### src/rtl/ct_spsram_ctrl_pkg.sv
// Shared definitions for the 1024x128 single-port SRAM controller:
// geometry, response FIFO depth, FSM state type and the read-admission rule.
package ct_spsram_ctrl_pkg;

    localparam int ADDR_WIDTH = 10;
    localparam int DATA_WIDTH = 128;
    localparam int DEPTH      = 1024;
    localparam int RSP_DEPTH  = 2;
    localparam int RSP_CNT_W  = $clog2(RSP_DEPTH + 1);

    typedef enum logic {
        INIT = 1'b0,
        RUN  = 1'b1
    } ctrl_state_e;

    // A new read may issue only if every read already owed to the consumer
    // (stored in the FIFO or still inside the SRAM) still has a FIFO slot,
    // after crediting the entry that leaves the FIFO this cycle.
    function automatic logic rsp_has_room(input logic [RSP_CNT_W-1:0] cnt,
                                          input logic                 inflight,
                                          input logic                 pop);
        logic [RSP_CNT_W:0] occ;
        occ = {1'b0, cnt} + {{RSP_CNT_W{1'b0}}, inflight};
        return (occ - {{RSP_CNT_W{1'b0}}, pop}) < (RSP_CNT_W + 1)'(RSP_DEPTH);
    endfunction

endpackage

### src/rtl/ct_spsram_rsp_fifo.sv
// Small in-order response FIFO with valid/ready output and an occupancy count.
// Storage is not reset; only pointers and count are.
module ct_spsram_rsp_fifo
    import ct_spsram_ctrl_pkg::*;
#(
    parameter int WIDTH   = DATA_WIDTH,
    parameter int ENTRIES = RSP_DEPTH,
    parameter int CNT_W   = $clog2(ENTRIES + 1)
) (
    input  logic             i_clk,
    input  logic             i_rst,
    input  logic             i_push,
    input  logic [WIDTH-1:0] i_push_data,
    output logic             o_vld,
    input  logic             i_rdy,
    output logic [WIDTH-1:0] o_data,
    output logic [CNT_W-1:0] o_count
);

    localparam int PTR_W = (ENTRIES > 1) ? $clog2(ENTRIES) : 1;

    logic [WIDTH-1:0] r_mem [ENTRIES];
    logic [PTR_W-1:0] r_wptr;
    logic [PTR_W-1:0] r_rptr;
    logic [CNT_W-1:0] r_count;
    logic             w_pop;

    function automatic logic [PTR_W-1:0] ptr_inc(input logic [PTR_W-1:0] p);
        return (p == PTR_W'(ENTRIES - 1)) ? '0 : p + PTR_W'(1);
    endfunction

    assign o_vld   = (r_count != '0);
    assign w_pop   = o_vld & i_rdy;
    assign o_data  = r_mem[r_rptr];
    assign o_count = r_count;

    // Pointer and occupancy bookkeeping; push+pop in one cycle keeps the count.
    always_ff @(posedge i_clk or posedge i_rst) begin
        if (i_rst) begin
            r_wptr  <= '0;
            r_rptr  <= '0;
            r_count <= '0;
        end else begin
            if (i_push) begin
                r_wptr <= ptr_inc(r_wptr);
            end
            if (w_pop) begin
                r_rptr <= ptr_inc(r_rptr);
            end
            case ({i_push, w_pop})
                2'b10:   r_count <= r_count + CNT_W'(1);
                2'b01:   r_count <= r_count - CNT_W'(1);
                default: r_count <= r_count;
            endcase
        end
    end

    // Entry storage, written at the tail.
    always_ff @(posedge i_clk) begin
        if (i_push) begin
            r_mem[r_wptr] <= i_push_data;
        end
    end

endmodule

### src/rtl/ct_spsram_1024x128_ctrl.sv
// Controller for a 1024x128 single-port SRAM: zero-fills the array after
// reset, then turns valid/ready requests into direct SRAM accesses and
// returns read data through a 2-entry response FIFO.
module ct_spsram_1024x128_ctrl #(
    parameter int ADDR_WIDTH = ct_spsram_ctrl_pkg::ADDR_WIDTH,
    parameter int DATA_WIDTH = ct_spsram_ctrl_pkg::DATA_WIDTH,
    parameter int DEPTH      = ct_spsram_ctrl_pkg::DEPTH
) (
    input  logic                  forever_cpuclk,
    input  logic                  cpurst,
    input  logic                  req_vld,
    output logic                  req_rdy,
    input  logic                  req_wr,
    input  logic [ADDR_WIDTH-1:0] req_addr,
    input  logic [DATA_WIDTH-1:0] req_wdata,
    input  logic [DATA_WIDTH-1:0] req_wmask,
    output logic                  rsp_vld,
    input  logic                  rsp_rdy,
    output logic [DATA_WIDTH-1:0] rsp_rdata,
    output logic                  init_done,
    output logic [ADDR_WIDTH-1:0] sram_a,
    output logic                  sram_cen,
    output logic                  sram_gwen,
    output logic [DATA_WIDTH-1:0] sram_wen,
    output logic [DATA_WIDTH-1:0] sram_d,
    input  logic [DATA_WIDTH-1:0] sram_q
);

    import ct_spsram_ctrl_pkg::*;

    ctrl_state_e           r_state;
    ctrl_state_e           w_state_nxt;
    logic [ADDR_WIDTH-1:0] r_init_cnt;
    logic                  w_init_last;

    logic                  r_rd_vld_p1;
    logic                  w_run;
    logic                  w_pop;
    logic                  w_rd_room;
    logic                  w_acc;
    logic                  w_acc_rd;

    logic                  w_fifo_vld;
    logic [DATA_WIDTH-1:0] w_fifo_data;
    logic [RSP_CNT_W-1:0]  w_fifo_count;

    logic [ADDR_WIDTH-1:0] r_a_last;
    logic [DATA_WIDTH-1:0] r_d_last;
    logic [ADDR_WIDTH-1:0] w_sram_a;
    logic [DATA_WIDTH-1:0] w_sram_d;

    assign w_run       = (r_state == RUN);
    assign w_init_last = (r_init_cnt == ADDR_WIDTH'(DEPTH - 1));

    // Request handshake: writes only need RUN, reads also need a guaranteed
    // FIFO slot so that no returning SRAM data is ever dropped.
    assign w_pop     = w_fifo_vld & rsp_rdy;
    assign w_rd_room = rsp_has_room(w_fifo_count, r_rd_vld_p1, w_pop);
    assign req_rdy   = w_run & (req_wr | w_rd_room);
    assign w_acc     = req_vld & req_rdy;
    assign w_acc_rd  = w_acc & ~req_wr;

    assign init_done = w_run;
    assign sram_a    = w_sram_a;
    assign sram_d    = w_sram_d;
    assign rsp_vld   = w_fifo_vld;
    assign rsp_rdata = w_fifo_vld ? w_fifo_data : '0;

    // FSM state register; reset always restarts zero-fill.
    always_ff @(posedge forever_cpuclk or posedge cpurst) begin
        if (cpurst) begin
            r_state <= INIT;
        end else begin
            r_state <= w_state_nxt;
        end
    end

    // Next state plus combinational SRAM drive for the current cycle.
    always_comb begin
        w_state_nxt = r_state;
        sram_cen    = 1'b1;
        sram_gwen   = 1'b1;
        sram_wen    = '1;
        w_sram_a    = r_a_last;
        w_sram_d    = r_d_last;
        case (r_state)
            INIT: begin
                if (!cpurst) begin
                    sram_cen  = 1'b0;
                    sram_gwen = 1'b0;
                    sram_wen  = '0;
                    w_sram_a  = r_init_cnt;
                    w_sram_d  = '0;
                    if (w_init_last) begin
                        w_state_nxt = RUN;
                    end
                end
            end
            RUN: begin
                if (w_acc) begin
                    sram_cen  = 1'b0;
                    sram_gwen = ~req_wr;
                    sram_wen  = req_wr ? ~req_wmask : '1;
                    w_sram_a  = req_addr;
                    w_sram_d  = req_wdata;
                end
            end
            default: begin
                w_state_nxt = INIT;
            end
        endcase
    end

    // Zero-fill address counter, advanced once per INIT cycle.
    always_ff @(posedge forever_cpuclk or posedge cpurst) begin
        if (cpurst) begin
            r_init_cnt <= '0;
        end else if (r_state == INIT) begin
            r_init_cnt <= r_init_cnt + ADDR_WIDTH'(1);
        end
    end

    // Read issued last cycle: its SRAM data is on sram_q now and is pushed.
    always_ff @(posedge forever_cpuclk or posedge cpurst) begin
        if (cpurst) begin
            r_rd_vld_p1 <= 1'b0;
        end else begin
            r_rd_vld_p1 <= w_acc_rd;
        end
    end

    // Address and data hold so idle cycles keep the SRAM pins stable.
    always_ff @(posedge forever_cpuclk) begin
        r_a_last <= w_sram_a;
        r_d_last <= w_sram_d;
    end

    ct_spsram_rsp_fifo #(
        .WIDTH   (DATA_WIDTH),
        .ENTRIES (RSP_DEPTH),
        .CNT_W   (RSP_CNT_W)
    ) u_rsp_fifo (
        .i_clk       (forever_cpuclk),
        .i_rst       (cpurst),
        .i_push      (r_rd_vld_p1),
        .i_push_data (sram_q),
        .o_vld       (w_fifo_vld),
        .i_rdy       (rsp_rdy),
        .o_data      (w_fifo_data),
        .o_count     (w_fifo_count)
    );

endmodule

### config.mk
export PLATFORM = sky130hd
export DESIGN_NAME = ct_spsram_1024x128_ctrl
export DESIGN_NICKNAME = d
export VERILOG_FILES = /design/src/rtl/ct_spsram_ctrl_pkg.sv /design/src/rtl/ct_spsram_rsp_fifo.sv /design/src/rtl/ct_spsram_1024x128_ctrl.sv
export SDC_FILE = /design/constraint.sdc
export NUM_CORES = 1
export LEC_CHECK = 0
export CORE_AREA = 2 2 314 316
export CTS_BUF_LIST = sky130_fd_sc_hd__clkbuf_4
export DETAILED_ROUTE_END_ITERATION = 8
export DIE_AREA = 0 0 316 318
export PLACE_DENSITY_LB_ADDON = 0.15
export SYNTH_ARGS = -nofsm -noshare
export SYNTH_HDL_FRONTEND = slang
export SYNTH_SLANG_ARGS = --single-unit
export TNS_END_PERCENT = 1
### constraint.sdc
create_clock -name forever_cpuclk -period 7.6 [get_ports forever_cpuclk]
set_input_delay 1.52 -clock forever_cpuclk [delete_from_list [all_inputs] [get_ports forever_cpuclk]]
set_output_delay 1.52 -clock forever_cpuclk [all_outputs]
set_load 0.03 [all_outputs]
==> results of run 1 <==
[worst max-delay path, delay by kind of cell]
family                     cells  cell delay [ps]
buffers and inverters          3             1500
muxes                          1              270
AOI/OAI and AO/OA              1              490
and+or+nand+nor                2              350
adders and majority gates      2              640
xor gates and xnor gates       1              230
[per-stage QoR]
stage | power (uW) | hold slack, ps | instances | utilization, %
after floorplan | 6667 | 453.5 | 1370 | -
after global placement | 9148 | 451.9 | 3377 | 26.57
after detailed placement | 9164 | 457.9 | 3377 | 26.57
after CTS | 11300 | 470.8 | 3576 | 28.05
after global routing | 11730 | 486.2 | 3581 | 28.06
final | 11030 | 465.5 | 3583 | 28.07
[worst max-delay path by stage]
stage                          startpoint                                to  slack, ps  depth (start not counted)
floorplan           r_rd_vld_p1$_DFF_PP0_  u_rsp_fifo.r_mem[0][0]$_DFFE_PP_       1230                          2
global placement                  rsp_rdy                        sram_d[99]        990                         10
detailed placement                rsp_rdy                       sram_d[119]        980                         10
CTS                               rsp_rdy                       sram_d[119]        970                         10
global route                      rsp_rdy                        sram_d[32]        750                         11
finish                            rsp_rdy                       sram_d[117]       1040                         10
[cell families (layout without fill, tap and decap cells)]
logic type / after synthesis / after routing / share of synthesized area [%]
muxes: 257 / 257 / 15.44
DFF: 410 / 410 / 65.08
adders and majority gates: 4 / 4 / 0.3452
buffers and inverters: 238 / 1157 / 6.228
and+or+nand+nor: 285 / 285 / 6.754
other: 0 / 7 / 0
xor gates and xnor gates: 15 / 15 / 0.7879
AOI/OAI and AO/OA: 161 / 161 / 5.373
[layout by cell type, fill, tap and decap left out, types with 15 or more instances in the layout]
master / count
clkinv_1: 18
buf_4: 69
clkdlybuf4s50_1: 737
clkbuf_4: 171
mux2i_1: 256
edfxtp_1: 256
dfrtp_1: 15
dfxtp_1: 138
nand2_1: 130
o21ai_1: 120
inv_1: 142
nor2_1: 131
[routing by layer]
metal  GRT usage [%]  vias up  part of all wire [%]
met1           14.41     6232                    42
met5               0        -                  0.14
met3           6.502      126                    12
li1                -     6445                     -
met4           3.223       14                   2.0
met2           18.59      580                    44
[power by group through the flow]
stage,clock network [uW],logic [uW],registers [uW]
after CTS,2150,5900,3250
after detailed placement,0,5870,3300
after floorplan,0,3450,3220
after global routing,2260,6160,3300
after global placement,0,5870,3280
final,2010,5780,3240
[flip-flops by register name (all words and copies together) (netlist names)]
name and cells:
u_rsp_fifo.r_mem 256, r_d_last 128, r_a_last 10, r_init_cnt 10
u_rsp_fifo.o_count 2, init_done 1, r_rd_vld_p1 1, u_rsp_fifo.r_rptr 1
u_rsp_fifo.r_wptr 1
[layout make-up]
cell class / instances / area, um^2 / share of cell area, %
clock buffer: 171 / 1284 / 4.695
multi-input combinational: 722 / 4820 / 17.63
timing repair buffer: 814 / 8055 / 29.46
antenna: 7 / 17.52 / 0.06406
clock inverter: 28 / 160.2 / 0.5857
tap: 1287 / 1610 / 5.889
inverter: 144 / 541.8 / 1.981
sequential: 410 / 10850 / 39.70
==> key figures, run 1 <==
Die
  • Chip height: 318 um
  • Die width: 316 um
  • # rows: 115
  • Initial Util: 17.12%
  • Die area: 100500 um^2
  • Ports: 798
  • Core Box Area: 97410 um^2

Power and ir drop
  • Net Switching: 4697 uW
  • Share of total power in the clock network: 18.2%
  • IR drop worst, VDD: 0.2496 mV
  • Internal power: 6335 uW
  • Gate power share: 52.4%
  • P_leak: 0.01138 uW
  • Power Dens Cells: 403.5 nW/um^2
  • Sw Share: 42.57%
  • Seq pwr share: 29.4%

Clock network
  • Cts hold-fix bufs: 0
  • Longest Clk Path Bufs: 3
  • Clk root buf: clkbuf_4
  • Worst skew pair latency: 940 ps
  • Total CTS buffers: 120
  • Htree depth: 3
  • PostCTS Resize Cnt: 0
  • Clock-pin slew on the worst setup and hold paths: 50 ps
  • Post-CTS Setup Repair Bufs: 0
  • Sink Count: 410
  • CTS tree: built

Global routing
  • Largest net degree at the start of global routing: 130
  • GRT Util Overall: 12.03%
  • Initial antenna violation count: 11
  • Global-route wire length before repair: 91.15 mm
  • Gr ovfl total: 0
  • Vias in the first global route: 14150

Place
  • PortBufs: 797
  • Area after DPL: 25880 um^2
  • GPL Wtd Cong: 0.8790
  • DP Wirelength: 45.21 mm
  • DP Worst Slack: 982.8 ps

Logic synthesis
  • Top cell type's share of synthesized area: 46.11%
  • FF+latch count, synth: 410
  • Yosys warning total: 0
  • Synthesized cell area: 16670 um^2
  • Post-synth top cells: 256 x edfxtp_1, 256 x mux2i_1, 142 x inv_1, 138 x dfxtp_1, 133 x nor2_1
  • Unique cell type count in the Yosys netlist: 36
  • Synth area leaders: edfxtp_1 46%, dfxtp_1 17%, mux2i_1 15%
  • Syn Area/Cell: 12.17 um^2
  • Register area share after synthesis: 65.08%
  • Fraction of registers with async set/reset: 3.902%
  • Post-synth EDFFs: 256
  • Gate Count Post-Synth: 1370
  • Mapped Nets: 1773
  • Cell taking the most area after synthesis: edfxtp_1
  • Ys flop type: edfxtp_1

Cells and area
  • Synthesis-to-finish area growth: 63.99%
  • Share of post-route cells with drive strength above 1: 11.71%
  • Filler cells: 10170
  • Finished layout cell area: 27340 um^2
  • Nets: 2615

Min path
  • Depth of the worst hold-timing path: 2
  • WHS Endpoint: r_d_last[108]$_DFF_P_
  • Min-Delay Path Class: reg2reg
  • Worst Hold Launch: r_d_last[108]$_DFF_P_

Drt
  • Routed Antenna Nets: 0
  • Vias per inst: 3.739
  • DR iter-0 viols: 602
  • TritonRoute pass-1 iters: 5
  • DRT Wirelength: 62.71 mm
  • Routed vias: 13400
  • WL per Instance: 17.50 um
  • # DRC: 0

Job
  • Max_cap viols: 0

STA
  • Final Hold Vio Count: 0
  • Worst Skew: 57.33 ps
  • RSZ-0062 raised after global routing: no
  • Fmax: 152.3 MHz
  • Actual slew at the worst max-slew pin: 1206 ps
  • Max Slew Vio Count: 0
  • Relative slew margins: 19.58%
  • Total negative setup slack: 0 ps
  • Fin crit share: 86.38%
  • Final setup viols: 0
  • Final WS setup: 1035 ps
  • Post-route minimum period: 6565 ps

Worst setup path
  • Arrival time worst endpoint: 5040 ps
  • Reg-to-Reg Start: u_rsp_fifo.o_count[1]$_DFFE_PP0P_
  • RR Endpoint: r_d_last[32]$_DFF_P_
  • Req. time, crit path: 6080 ps
  • Worst setup EP type: output pin
  • Reg2Reg Depth: 11
  • Worst path cell trace: clkdlybuf4s50_1, and2_1, ha_1, nand2b_1, fa_1, xor2_1, o21a_4, buf_4, mux2i_1, clkdlybuf4s50_1
  • CP most frequent cell: clkdlybuf4s50_1
  • Crit Path Class: in2out
  • Critical Path Slowest Stage Cell: clkdlybuf4s50_1
  • Max stage delay on crit path: 720 ps
  • CP max FO: 29
  • FF-to-FF setup slack: 3900 ps
  • CP Launch Type: input port

Outcome
  • Outcome: finished, final reports clean
No activity file was read; power rests on OpenSTA's default activity.
==> inputs of run 2 (changes only) <==
CORE_AREA = 2 2 309 311   (was 2 2 314 316)
DIE_AREA = 0 0 311 313   (was 0 0 316 318)
clock period = 8.1 ns   (was 7.6 ns; I/O delays follow)
==> run 2 against run 1 <==
- power decreased by 5.6%
- clock-buffer cell count fell by 1
- sequential share of layout area shrank 0.17 points
- hold slack about the same
- combinational power is 5.2% lower
- clock power is 5% lower
- critical path type unchanged
- critical endpoint is now sram_d[6]
- largest cell class unchanged
- largest power group unchanged
==> key figures, run 2 (same netlist as run 1, synthesis figures left out) <==
Clock network
  • Longest Clk Path Bufs: 3 (unchanged)
  • CTS tree: built
  • Sink Count: 410 (unchanged)
  • PostCTS Resize Cnt: 0 (unchanged)
  • Clock-pin slew on the worst setup and hold paths: 50 ps (about the same)
  • Cts hold-fix bufs: 0 (unchanged)
  • Post-CTS Setup Repair Bufs: 0 (unchanged)
  • Worst skew pair latency: 920 ps (-20 ps)
  • Htree depth: 3 (unchanged)
  • Total CTS buffers: 120 (unchanged)
  • Clk root buf: clkbuf_4

STA
  • Final Hold Vio Count: 0 (unchanged)
  • Max Slew Vio Count: 0 (unchanged)
  • Actual slew at the worst max-slew pin: 965.9 ps (-240.4 ps)
  • Final setup viols: 0 (unchanged)
  • Relative slew margins: 35.61% (+16 points)
  • Worst Skew: 75.73 ps (+18.40 ps)
  • Fin crit share: 86.34%
  • RSZ-0062 raised after global routing: no
  • Total negative setup slack: 0 ps (unchanged)
  • Fmax: 143.0 MHz
  • Post-route minimum period: 6994 ps

Cells and area
  • Largest reg by FF count: u_rsp_fifo.r_mem
  • Nets: 2616 (+0.038%)
  • Max reg flops: 256 (unchanged)
  • Regs by FF count: u_rsp_fifo.r_mem: 256 flops, r_d_last: 128 flops
  • Finished layout cell area: 27460 um^2 (+0.43%)
  • Share of post-route cells with drive strength above 1: 9.265% (-2.4 points)
  • Synthesis-to-finish area growth: 64.69%
  • Post-Route Utilization: 29.16% (+1.1 points)
  • Most frequent cells in the layout: 797 x clkdlybuf4s50_1, 256 x mux2i_1, 256 x edfxtp_1
  • Commonest non-fill, non-tap cell in the layout: clkdlybuf4s50_1

Global routing
  • Vias in the first global route: 14110 (-0.29%)
  • Largest net degree at the start of global routing: 107 (-18%)
  • Gr ovfl total: 0 (unchanged)
  • GRT Util Overall: 12.86% (+0.83 points)
  • Initial antenna violation count: 12 (+1)
  • Global-route wire length before repair: 93.67 mm (+2.8%)

Worst setup path
  • CP max FO: 25 (-14%)
  • Worst setup EP type: output pin
  • Req. time, crit path: 6480 ps (+400 ps)
  • Arrival time worst endpoint: 5370 ps (+330 ps)
  • Family with the most delay on the worst path: buffers and inverters
  • Critical Path Slowest Stage Cell: clkdlybuf4s50_1
  • CP Launch Type: input port
  • Worst path cell trace: clkdlybuf4s50_1, and2_1, ha_1, nand2b_1, fa_1, nand3_1, buf_4, o21a_4, buf_4, mux2i_1, clkdlybuf4s50_1
  • FF-to-FF setup slack: 4750 ps (+850 ps)
  • Max stage delay on crit path: 730 ps (about the same)
  • Buf/Inv on CP: 4 (+1)
  • Crit Path Class: in2out

Power and ir drop
  • IR drop worst, VDD: 0.2378 mV (-4.7%)
  • Share of total power in the clock network: 18.4% (+0.2 points)
  • Internal power: 5993 uW (-5.4%)
  • Seq pwr share: 29.0% (-0.4 points)
  • Sw Share: 42.43% (-0.14 points)
  • Gate power share: 52.7% (+0.3 points)
  • Power Dens Cells: 379.1 nW/um^2 (-6.0%)
  • Net Switching: 4417 uW (-5.9%)
  • P_leak: 0.01134 uW (-0.34%)

Drt
  • Routed vias: 13430 (+0.28%)
  • Vias per inst: 3.761 (+0.58%)
  • DR iter-0 viols: 480 (-20%)
  • Routed Antenna Nets: 0 (unchanged)
  • # DRC: 0 (unchanged)
  • DRT Wirelength: 64.69 mm (+3.2%)
  • WL per Instance: 18.11 um (+3.5%)
  • TritonRoute pass-1 iters: 4 (-1)

Place
  • DP Wirelength: 46.68 mm (+3.2%)
  • PortBufs: 797 (unchanged)
  • GPL Wtd Cong: 0.8999 (+2.4%)
  • Area after DPL: 25960 um^2 (+0.31%)

Die
  • Initial Util: 17.71% (+0.59 points)
  • Die width: 311 um (-1.6%)
  • Chip height: 313 um (-1.6%)
  • Core Box Area: 94160 um^2 (-3.3%)
  • Die area: 97340 um^2 (-3.1%)
  • Ports: 798 (unchanged)
  • # rows: 113 (-1.7%)

Min path
  • Min-Delay Path Class: reg2reg

Outcome
  • Outcome: finished, final reports clean

Job
  • Max_cap viols: 0 (unchanged)
run 2: routing by layer:
| metal | vias to the layer above | part of all wire, % | track usage, % | routed length (um) |
|---|---|---|---|---|
| met4 | 12 | 1.5 | 3.096 | 959 |
| met3 | 98 | 10 | 6.643 | 6727 |
| met2 | 551 | 46 | 20.37 | 29740 |
| met1 | 6314 | 42 | 15.41 | 27180 |
| met5 | - | 0.12 | 0 | 80 |
| li1 | 6459 | - | - | - |
run 2: worst paths after layout:
kind / startpoint / to / cells after the start
worst min-delay path: r_d_last[67]$_DFF_P_ / r_d_last[67]$_DFF_P_ / 2
min in group asynchronous: cpurst / r_init_cnt[7]$_DFFE_PP0N_ / 2
worst max register to register: u_rsp_fifo.o_count[1]$_DFFE_PP0P_ / r_d_last[124]$_DFF_P_ / 11
worst min register to register: r_d_last[67]$_DFF_P_ / r_d_last[67]$_DFF_P_ / 2
max in group asynchronous: cpurst / u_rsp_fifo.r_rptr$_DFFE_PP0P_ / 2
worst max-delay path: rsp_rdy / sram_d[6] / 11
run 2: cell type report:
type | count | area, um^2
inverters | 144 | 541.8
fillers | 9833 | 66700
diodes | 8 | 20.02
well taps | 1265 | 1583
multi-input cells | 722 | 4820
flip-flops and latches | 410 | 10850
clock inverters | 38 | 201.4
repair buffers | 815 | 8163
clock buffers | 170 | 1276
run 2: power by group through the flow:
stage / clock [uW] / combinational [uW] / sequential, uW
after floorplan: 0 / 3230 / 3020
after global placement: 0 / 5570 / 3050
after detailed placement: 0 / 5570 / 3070
after CTS: 2030 / 5600 / 3030
after global routing: 2140 / 5830 / 3070
final: 1910 / 5480 / 3020
run 2: through the flow:
stage	hold slack, ps	worst slack [ps]	cells	total power, uW
floorplan	453.5	1730	1370	6255
CTS	470.0	1031	3564	10650
global placement	450.8	1063	3356	8626
global route	483.3	885.3	3569	11040
finish	465.5	1106	3572	10410
detailed placement	457.0	1054	3356	8635
run 2: worst register-to-register path: cells and delay by family (launching register included):
| family | cells | cell delay, ps |
|---|---|---|
| buffers and inverters | 3 | 680 |
| AND/OR/NAND/NOR | 4 | 600 |
| flip-flops | 1 | 460 |
| AO/OA/AOI/OAI | 1 | 430 |
| multiplexers | 1 | 310 |
| adder cells (fa/ha/maj) | 2 | 800 |
==> inputs of run 3 (changes only) <==
ABC_AREA = 0   (was default)
==> results of run 3 <==
Final layout, timing and power as in run 2 (identical DEF).
